### src/rtl/ssp_pkg.sv
// -----------------------------------------------------------------------------
// ssp_pkg
// Shared definitions for the SSP register interface of ssp_uart: bus widths,
// register addresses, the initiator FSM state encoding and the request/response
// records exchanged with the host side.
// No ports (package).
// -----------------------------------------------------------------------------
package ssp_pkg;

    localparam int SSP_RA_W = 3;
    localparam int SSP_D_W  = 12;

    // Register map of ssp_uart
    localparam logic [SSP_RA_W-1:0] SSP_REG_UCR = 3'd0;
    localparam logic [SSP_RA_W-1:0] SSP_REG_USR = 3'd1;
    localparam logic [SSP_RA_W-1:0] SSP_REG_TDR = 3'd2;
    localparam logic [SSP_RA_W-1:0] SSP_REG_RDR = 3'd3;

    typedef enum logic [2:0] {
        ST_IDLE   = 3'd0,
        ST_SETUP  = 3'd1,
        ST_ACCESS = 3'd2,
        ST_WAIT   = 3'd3,
        ST_RESP   = 3'd4,
        ST_GAP    = 3'd5
    } ssp_mst_state_e;

    typedef struct packed {
        logic [SSP_RA_W-1:0] ra;
        logic                wnr;
        logic [SSP_D_W-1:0]  wdata;
    } ssp_req_t;

    typedef struct packed {
        logic [SSP_RA_W-1:0] ra;
        logic                wnr;
        logic [SSP_D_W-1:0]  rdata;
        logic                mismatch;
    } ssp_rsp_t;

    // States in which a frame is driven onto the SSP bus (SSP_SSEL high)
    function automatic logic in_frame(input ssp_mst_state_e s);
        return (s == ST_SETUP) || (s == ST_ACCESS) || (s == ST_WAIT);
    endfunction

endpackage

### src/rtl/ssp_reg_master.sv
// -----------------------------------------------------------------------------
// ssp_reg_master
// Initiator-side sequencer: turns one valid/ready register request into one SSP
// frame, samples SSP_DO after the access and returns it on a valid/ready
// response port. Writes return their readback and flag a readback mismatch.
// Ports:
//   Clk, Rst                         clock, asynchronous active-low reset
//   req_valid/req_ready/req_ra/
//   req_wnr/req_wdata                request channel
//   rsp_valid/rsp_ready/rsp_ra/
//   rsp_wnr/rsp_rdata/rsp_mismatch   response channel
//   busy                             FSM not in IDLE
//   SSP_SSEL/SSP_RA/SSP_WnR/SSP_EOC/
//   SSP_DI/SSP_DO                    SSP register bus to ssp_uart
// All outputs are registers decoded from the next state, so they change on the
// same edge as the FSM and clear asynchronously on reset.
// -----------------------------------------------------------------------------
module ssp_reg_master
    import ssp_pkg::*;
#(
    parameter int unsigned SETUP_CYC = 1,
    parameter int unsigned READ_LAT  = 2,
    parameter int unsigned GAP_CYC   = 1
) (
    input  logic                Clk,
    input  logic                Rst,
    input  logic                req_valid,
    output logic                req_ready,
    input  logic [SSP_RA_W-1:0] req_ra,
    input  logic                req_wnr,
    input  logic [SSP_D_W-1:0]  req_wdata,
    output logic                rsp_valid,
    input  logic                rsp_ready,
    output logic [SSP_RA_W-1:0] rsp_ra,
    output logic                rsp_wnr,
    output logic [SSP_D_W-1:0]  rsp_rdata,
    output logic                rsp_mismatch,
    output logic                busy,
    output logic                SSP_SSEL,
    output logic [SSP_RA_W-1:0] SSP_RA,
    output logic                SSP_WnR,
    output logic                SSP_EOC,
    output logic [SSP_D_W-1:0]  SSP_DI,
    input  logic [SSP_D_W-1:0]  SSP_DO
);

    localparam logic [7:0] SETUP_LD = 8'(SETUP_CYC);
    localparam logic [7:0] READ_LD  = 8'(READ_LAT);
    localparam logic [7:0] GAP_LD   = 8'(GAP_CYC);

    ssp_mst_state_e r_state;
    ssp_mst_state_e w_state_nxt;
    logic [7:0]     r_cnt;
    logic [7:0]     w_cnt_nxt;
    logic           w_capture;
    logic           w_sample;
    logic           w_frame_nxt;
    ssp_req_t       r_req;
    ssp_req_t       w_req_in;
    ssp_req_t       w_req_cur;
    ssp_rsp_t       r_rsp;

    logic                r_req_ready;
    logic                r_rsp_valid;
    logic                r_busy;
    logic                r_ssel;
    logic                r_eoc;
    logic [SSP_RA_W-1:0] r_ssp_ra;
    logic                r_ssp_wnr;
    logic [SSP_D_W-1:0]  r_ssp_di;

    // Next-state and shared down-counter; every timed state exits when the
    // counter reads 1, so a load of N gives exactly N cycles in that state.
    always_comb begin
        w_state_nxt = r_state;
        w_cnt_nxt   = r_cnt;
        w_capture   = 1'b0;
        w_sample    = 1'b0;
        case (r_state)
            ST_IDLE: begin
                // r_req_ready is low for the first cycle after reset release
                if (r_req_ready && req_valid) begin
                    w_state_nxt = ST_SETUP;
                    w_cnt_nxt   = SETUP_LD;
                    w_capture   = 1'b1;
                end else begin
                    w_state_nxt = ST_IDLE;
                end
            end
            ST_SETUP: begin
                if (r_cnt == 8'd1) begin
                    w_state_nxt = ST_ACCESS;
                end else begin
                    w_cnt_nxt = r_cnt - 8'd1;
                end
            end
            ST_ACCESS: begin
                w_state_nxt = ST_WAIT;
                w_cnt_nxt   = READ_LD;
            end
            ST_WAIT: begin
                if (r_cnt == 8'd1) begin
                    w_state_nxt = ST_RESP;
                    w_sample    = 1'b1;
                end else begin
                    w_cnt_nxt = r_cnt - 8'd1;
                end
            end
            ST_RESP: begin
                if (rsp_ready) begin
                    if (GAP_LD == 8'd0) begin
                        w_state_nxt = ST_IDLE;
                    end else begin
                        w_state_nxt = ST_GAP;
                        w_cnt_nxt   = GAP_LD;
                    end
                end else begin
                    w_state_nxt = ST_RESP;
                end
            end
            ST_GAP: begin
                if (r_cnt == 8'd1) begin
                    w_state_nxt = ST_IDLE;
                end else begin
                    w_cnt_nxt = r_cnt - 8'd1;
                end
            end
            default: begin
                w_state_nxt = ST_IDLE;
                w_cnt_nxt   = 8'd0;
            end
        endcase
    end

    // Request seen by the bus registers: the incoming one on the accept edge,
    // otherwise the captured copy.
    always_comb begin
        w_req_in.ra    = req_ra;
        w_req_in.wnr   = req_wnr;
        w_req_in.wdata = req_wdata;
        if (w_capture) begin
            w_req_cur = w_req_in;
        end else begin
            w_req_cur = r_req;
        end
        w_frame_nxt = in_frame(w_state_nxt);
    end

    // FSM state and counter
    always_ff @(posedge Clk or negedge Rst) begin
        if (!Rst) begin
            r_state <= ST_IDLE;
            r_cnt   <= 8'd0;
        end else begin
            r_state <= w_state_nxt;
            r_cnt   <= w_cnt_nxt;
        end
    end

    // Request capture and response sampling at the end of WAIT
    always_ff @(posedge Clk or negedge Rst) begin
        if (!Rst) begin
            r_req <= '0;
            r_rsp <= '0;
        end else begin
            r_req <= w_req_cur;
            if (w_sample) begin
                r_rsp.ra       <= r_req.ra;
                r_rsp.wnr      <= r_req.wnr;
                r_rsp.rdata    <= SSP_DO;
                r_rsp.mismatch <= r_req.wnr && (SSP_DO != r_req.wdata);
            end else begin
                r_rsp <= r_rsp;
            end
        end
    end

    // Output registers decoded from the next state
    always_ff @(posedge Clk or negedge Rst) begin
        if (!Rst) begin
            r_req_ready <= 1'b0;
            r_rsp_valid <= 1'b0;
            r_busy      <= 1'b0;
            r_ssel      <= 1'b0;
            r_eoc       <= 1'b0;
            r_ssp_ra    <= '0;
            r_ssp_wnr   <= 1'b0;
            r_ssp_di    <= '0;
        end else begin
            r_req_ready <= (w_state_nxt == ST_IDLE);
            r_rsp_valid <= (w_state_nxt == ST_RESP);
            r_busy      <= (w_state_nxt != ST_IDLE);
            r_ssel      <= w_frame_nxt;
            r_eoc       <= (w_state_nxt == ST_ACCESS);
            r_ssp_ra    <= w_frame_nxt ? w_req_cur.ra    : {SSP_RA_W{1'b0}};
            r_ssp_wnr   <= w_frame_nxt ? w_req_cur.wnr   : 1'b0;
            r_ssp_di    <= w_frame_nxt ? w_req_cur.wdata : {SSP_D_W{1'b0}};
        end
    end

    assign req_ready    = r_req_ready;
    assign rsp_valid    = r_rsp_valid;
    assign rsp_ra       = r_rsp.ra;
    assign rsp_wnr      = r_rsp.wnr;
    assign rsp_rdata    = r_rsp.rdata;
    assign rsp_mismatch = r_rsp.mismatch;
    assign busy         = r_busy;
    assign SSP_SSEL     = r_ssel;
    assign SSP_RA       = r_ssp_ra;
    assign SSP_WnR      = r_ssp_wnr;
    assign SSP_EOC      = r_eoc;
    assign SSP_DI       = r_ssp_di;

endmodule
### config.mk
export PLATFORM = sky130hd
export DESIGN_NAME = ssp_reg_master
export DESIGN_NICKNAME = d
export VERILOG_FILES = /design/src/rtl/ssp_pkg.sv /design/src/rtl/ssp_reg_master.sv
export SDC_FILE = /design/constraint.sdc
export NUM_CORES = 1
export LEC_CHECK = 0
export CAP_MARGIN = 20
export CORE_ASPECT_RATIO = 0.9
export CORE_MARGIN = 1.5
export CORE_UTILIZATION = 49
export CTS_CLUSTER_SIZE = 12
export DETAILED_ROUTE_END_ITERATION = 10
export PLACE_DENSITY = 0.8
export RECOVER_POWER = 25
export REMOVE_ABC_BUFFERS = 1
export SKIP_LAST_GASP = 1
export SYNTH_ARGS = -nofsm -noshare
export SYNTH_HDL_FRONTEND = slang
export SYNTH_SLANG_ARGS = --single-unit
### constraint.sdc
create_clock -name Clk -period 1.9 [get_ports Clk]
set_input_delay 0.38 -clock Clk [delete_from_list [all_inputs] [get_ports Clk]]
set_output_delay 0.38 -clock Clk [all_outputs]
set_load 0.005 [all_outputs]
==> results of run 1 <==
## path summary, 6_finish.rpt
kind | slack (ns) | end | from | cells past startpoint
setup / recovery | 0.08 | rsp_rdata[0] | r_cnt[1] | 7
min in group Clk | 0.49 | rsp_mismatch | rsp_mismatch | 2
setup reg to reg | 0.08 | rsp_rdata[0] | r_cnt[1] | 7
hold reg to reg | 0.49 | rsp_mismatch | rsp_mismatch | 2
max in group asynchronous | 0.40 | r_req[0] | Rst | 2
hold / removal | 0.28 | r_cnt[4] | Rst | 1
## state kept, by name (all words and copies together), names as in the netlist, 3 cells and up
register,flops
SSP_DI,12
SSP_RA,3
r_state,3
r_cnt,8
r_req,16
rsp_ra,3
rsp_rdata,12
## final cells by class
| type | count | area [um2] | area share |
|---|---|---|---|
| Inverter | 6 | 22.5 | 0.00578 |
| Multi-Input combinational cell | 131 | 1120 | 0.288 |
| Timing Repair Buffer | 79 | 828 | 0.212 |
| Clock buffer | 10 | 128 | 0.0327 |
| Sequential cell | 65 | 1630 | 0.417 |
| Clock inverter | 6 | 82.6 | 0.0212 |
| Tap cell | 70 | 87.6 | 0.0225 |
## synthesized netlist by cell type, drive strengths merged
library cell,number,area [um2]
a211oi,4,30.0
a21o,1,7.51
a21oi,3,15.0
a22o,1,8.76
and3,1,6.26
and4bb,1,12.5
buf,8,51.3
dfrtp,65,1630
ha,2,25.0
inv,6,22.5
mux2,32,420
mux2i,6,60.1
nand2,14,55.1
nand2b,6,37.5
nand3,3,27.5
nand3b,3,22.5
nand4,7,43.8
nand4b,1,8.76
nor2,6,22.5
nor2b,16,100
nor3,3,26.3
nor4,1,21.3
o2111ai,1,8.76
o21a,1,7.51
o21ai,3,26.3
o31ai,1,7.51
o41ai,1,8.76
xnor2,13,114
## routing by layer
metal | track usage | up-vias | part of all wire
met2 | 0.315 | 70 | 0.48
met1 | 0.277 | 937 | 0.44
li1 | - | 887 | -
met5 | 0 | - | 0
met4 | 0.0759 | 0 | 0.015
met3 | 0.0614 | 11 | 0.070
## worst max-delay path: cells and delay by family, from the launching register on
family	cells	cell delay, ns
muxes	1	0.30
adders and majority gates	1	0.14
and+or+nand+nor	2	0.42
DFF	1	0.37
buffers and inverters	3	0.46
## what timing repair did
item | 4_1_cts | 5_1_grt
setup buffers | 0 | 2
gates resized for setup | 0 | 0
setup endpoints to repair | 0 | 17
## cells by family (layout without fill, tap and decap cells)
| family | count (synthesis) | in the layout | share of synthesized area |
|---|---|---|---|
| compound gates | 16 | 16 | 0.0425 |
| xor+xnor | 13 | 13 | 0.0403 |
| flops | 65 | 65 | 0.576 |
| mux | 38 | 38 | 0.170 |
| simple gates | 62 | 62 | 0.136 |
| buf+inv | 14 | 101 | 0.0261 |
| fa+ha+maj | 2 | 2 | 0.00886 |
## power groups by stage
stage | logic (uW) | registers (uW) | clock network [uW]
after floorplan | 1320 | 2430 | 0
after global placement | 2440 | 2440 | 0
after detailed placement | 2520 | 2460 | 0
after CTS | 2540 | 2450 | 1280
after global routing | 2840 | 2530 | 1320
final | 2600 | 2450 | 1250
## through the flow
stage | hold WS [ns] | power [uW] | std cells | instance area, um2 | util
CTS | 0.0429 | 6270 | 363 | 3840 | 0.682
floorplan | 0.0844 | 3750 | 202 | 2770 | -
detailed placement | 0.401 | 4980 | 347 | 3630 | 0.645
finish | 0.280 | 6300 | 367 | 3900 | 0.693
global placement | 0.397 | 4890 | 347 | 3630 | 0.645
global route | 0.384 | 6690 | 367 | 3900 | 0.693
==> metrics, run 1 <==
Num CTS Buffers=9; clk buf depth=2; Sink Count=65; PwrDens=1620 nW/um2; final wirelength=6.03 mm; DP Worst Slack=0.0195 ns; largest net degree at the start of global routing=38; Routed Antenna Nets=0; Synth Area per Inst=13.4 um2; die area=6230 um2; Syn Std Cell Area=2820 um2; clock power share=0.199; Rows=26; Worst VDD drop=0.852 mV; Int Power=4370 uW; Placeable Area=5630 um2; Initial Utilization=0.502; first-pass GRT wire length=9.76 mm; worst hold path type=in -> async; via count=1,905; hpwl dp=4.12 mm; cts hold-fix bufs=0; vias per inst=5.19; GR Overflow Total=0; Worst Tran Pin Value=1.23 ns; setup TNS=0 ns; Worst EP required=2.12 ns; CP Capture Type=flop; Hold Fails Final Rpt=0; later-pin clock latency in the skew report=0.34 ns; htree depth=3; Die Span Y=75.0 um; Max Cap Viol=0; Critical Path Start Type=flop; Synth-to-Final Area Change=38.1%; Switch Pwr=1930 uW; CP peak stage delay=0.37 ns; Buffers on Ports=69; Cell Chain, Critical Path=inv_1, ha_1, and4bb_2, nand4_1, buf_4, clkbuf_16, mux2_4; Sequential Power Share=0.389; fraction of layout instances using a drive strength above 1=0.202; CTS tree=built; DRC viols=0; CTS root buf=clkbuf_8; slowest library cell on the worst path=dfrtp_1; fillers=401; Die X=83.0 um; combinational share of power=0.412; initial antenna violation count=0; P_leak=0.00178 uW; Syn Inst Count=210; GRT Util Overall=0.204; post-layout min period=1.82 ns; Yosys cell types=36; Slew Limit Headroom=0.179; status=finished, final reports clean; Routability Congestion=0.814; Post-Route Skew=0.00814 ns; WS Path Type=reg -> reg; first drt pass iteration count=4; # diodes=0; arrival time at the worst endpoint=2.05 ns; Clk pin slew, worst setup/hold paths=0.07 ns; CP max FO=9; final setup violation count=0; Nets=326; synthesis warning total=0; Peak Freq=0.549 GHz; vias in the first global route=1,996; Tcrit/Tclk final=0.959; Pins Over Slew Limit=0; most frequent cells in the layout=clkdlybuf4s50_1, dfrtp_1, nor2b_1, mux2_4, mux2_2; Iteration-0 DRC Markers=78; commonest non-fill, non-tap cell in the layout=clkdlybuf4s50_1; WL/cell=16.4 um; switch share=0.306; register area share after synthesis=0.576; Synth Register Bits=65; Setup WS post-layout=0.0776 ns; number of I/O pins=70
Note: power is estimated with default switching activity, not from simulation.
==> run 2, diff against run 1 <==
- SLEW_MARGIN: unset -> 20
==> results of run 2 <==
The final DEF is identical to that of run 1; final timing and power are the same.
==> run 3, diff against run 2 <==
- clock period: 1.9 -> 1.93 ns (I/O delays scaled with it)
==> run 3 against run 2 <==
Via count fell by 1.0%; hold slack improved by 0.22 ns; routed wire length fell by 3.4%; sequential share of layout area up 1.0 points; first-iteration DRC count grew 22%; critical path type unchanged; largest cell class unchanged.
==> metrics, run 3 (synthesis gave the netlist of run 1 again) <==
Iteration-0 DRC Markers=95 (+22%); first drt pass iteration count=4 (unchanged); die area=6230 um2 (unchanged); Rows=26 (unchanged); CTS root buf=clkbuf_8; largest net degree at the start of global routing=38 (unchanged); commonest non-fill, non-tap cell in the layout=clkdlybuf4s50_1; Slew Limit Headroom=0.316 (+0.137); CP Capture Type=flop; vias per inst=5.18 (-0.23%); Nets=323 (-0.92%); fraction of layout instances using a drive strength above 1=0.197 (-0.00474); CP max FO=19 (+10); CP Buf/Inv Count=2 (-1); first-pass GRT wire length=9.89 mm (+1.3%); Placeable Area=5630 um2 (unchanged); Tcrit/Tclk final=0.940 (-0.0190); worst hold path type=reg -> reg; CTS tree=built; htree depth=3 (unchanged); FF-to-FF setup slack=0.12 ns (+0.04 ns); Sink Count=65 (unchanged); WS Path Type=reg -> reg; Buffers on Ports=69 (unchanged); Max Cap Viol=0 (unchanged); Post-Route Skew=0.00512 ns (-0.00302 ns); Peak Freq=0.551 GHz (+0.43%); Final Non-Filler Cells=364 (-0.82%); Placed Cells=347 (unchanged); number of I/O pins=70 (unchanged); Setup WS post-layout=0.115 ns (+0.0379 ns); clk buf depth=2 (unchanged); worst-case reg-to-reg path depth=6 (-1); capturing point of the worst reg2reg path=rsp_rdata[4]; PwrDens=1560 nW/um2 (-3.7%); vias in the first global route=2,041 (+2.3%); Worst Hold Depth=2; met2 usage=0.353 (+0.0379); Placed Area=3630 um2 (unchanged); total power=5930 uW (-5.9%); slowest library cell on the worst path=dfrtp_1; Critical Path Start Type=flop; post-CTS resize count=0 (unchanged); GR Overflow Total=0 (unchanged); post-route design area=3810 um2 (-2.3%); later-pin clock latency in the skew report=0.33 ns (about the same); # diodes=0 (unchanged); RSZ-0062 raised after global routing=no; Largest register FFs=16 (unchanged); Crit path max-delay family=simple AND/OR/NAND/NOR gates; arrival time at the worst endpoint=2.03 ns (-0.02 ns); post-layout min period=1.81 ns (-0.00787 ns); final wirelength=5.83 mm (-3.4%); DP Worst Slack=0.0414 ns (+0.0219 ns); Cell Chain, Critical Path=inv_1, ha_1, and4bb_2, nand4_1, buf_12, mux2_4; final setup violation count=0 (unchanged); status=finished, final reports clean; Synth-to-Final Area Change=34.8%; most frequent cells in the layout=clkdlybuf4s50_1, dfrtp_1, nor2b_1, mux2_4, mux2_2; GRT busiest layer=met2; Critical R2R Launch=r_cnt[1]; via count=1,885 (-1.0%); hpwl dp=4.15 mm (+0.77%); Routed Antenna Nets=0 (unchanged); Worst EP required=2.15 ns (+0.03 ns); Initial Utilization=0.502 (unchanged); Die Span Y=75.0 um (unchanged); WL/cell=16.0 um (-2.6%); initial antenna violation count=0 (unchanged); DRC viols=0 (unchanged); GRT met1 Usage=0.256 (-0.0215); M3 GR Usage=0.0625 (+0.00110); largest register by flop count=r_req; Min Hold Slack=0.497 ns (+0.217 ns); GRT Util Overall=0.209 (+0.00496); Hold Fails Final Rpt=0 (unchanged); Clk pin slew, worst setup/hold paths=0.07 ns (about the same); CP peak stage delay=0.38 ns (about the same); P_leak=0.00173 uW (-2.7%); Worst VDD drop=0.896 mV (+5.1%); Die X=83.0 um (unchanged); hold wc startpoint=rsp_mismatch; Num CTS Buffers=9 (unchanged); Routability Congestion=0.809 (-0.53%); WHS Endpoint=rsp_mismatch; Worst Tran Pin Value=1.03 ns (-0.205 ns); Pins Over Slew Limit=0 (unchanged)
## run 3: layer usage
layer | part of all wire | vias up
li1 | - | 883
met1 | 0.43 | 933
met3 | 0.068 | 5
met5 | 0 | -
met2 | 0.50 | 64
met4 | 0.0069 | 0
## run 3: worst max-delay path by stage
stage / from / to / slack [ns] / depth (start not counted)
after detailed placement: req_valid / SSP_DI[11] / 0.04 / 4
after global placement: req_valid / SSP_WnR / 0.08 / 4
after global routing: r_cnt[3] / SSP_DI[8] / 0.002 / 5
after CTS: r_cnt[3] / SSP_DI[4] / 0.11 / 5
final: r_cnt[1] / rsp_rdata[4] / 0.12 / 6
after floorplan: r_cnt[3] / rsp_ra[0] / -0.48 / 3
## run 3: layout make-up
type	instances	area (um2)
multi-input combinational	131	1120
clock inverter	5	30.0
fill	414	1820
tap	70	87.6
sequential	65	1630
timing repair buffer	76	766
clock buffer	11	151
inverter	6	22.5
## run 3: through the flow
stage	utilization	TNS, ns
after floorplan	-	-8.24
after global placement	0.645	0
after detailed placement	0.645	0
after CTS	0.679	0
after global routing	0.677	0
final	0.677	0
## run 3: worst reg2reg max path, delay by kind of cell, from the launching register on
family | cells | cell delay [ns]
AND/OR/NAND/NOR | 2 | 0.52
flip-flops | 1 | 0.38
buffers and inverters | 2 | 0.34
multiplexers | 1 | 0.31
adder cells (fa/ha/maj) | 1 | 0.15
## run 3: repair_timing
item | in CTS | in global routing
buffers inserted | 0 | 0
endpoints found under the hold margin | 17 | 0
hold buffers | 1 | 0
## run 3: power by group
group	switching, uW	internal (uW)
Combinational	934	1530
Sequential	428	1990
Clock	513	529
Total	1880	4050
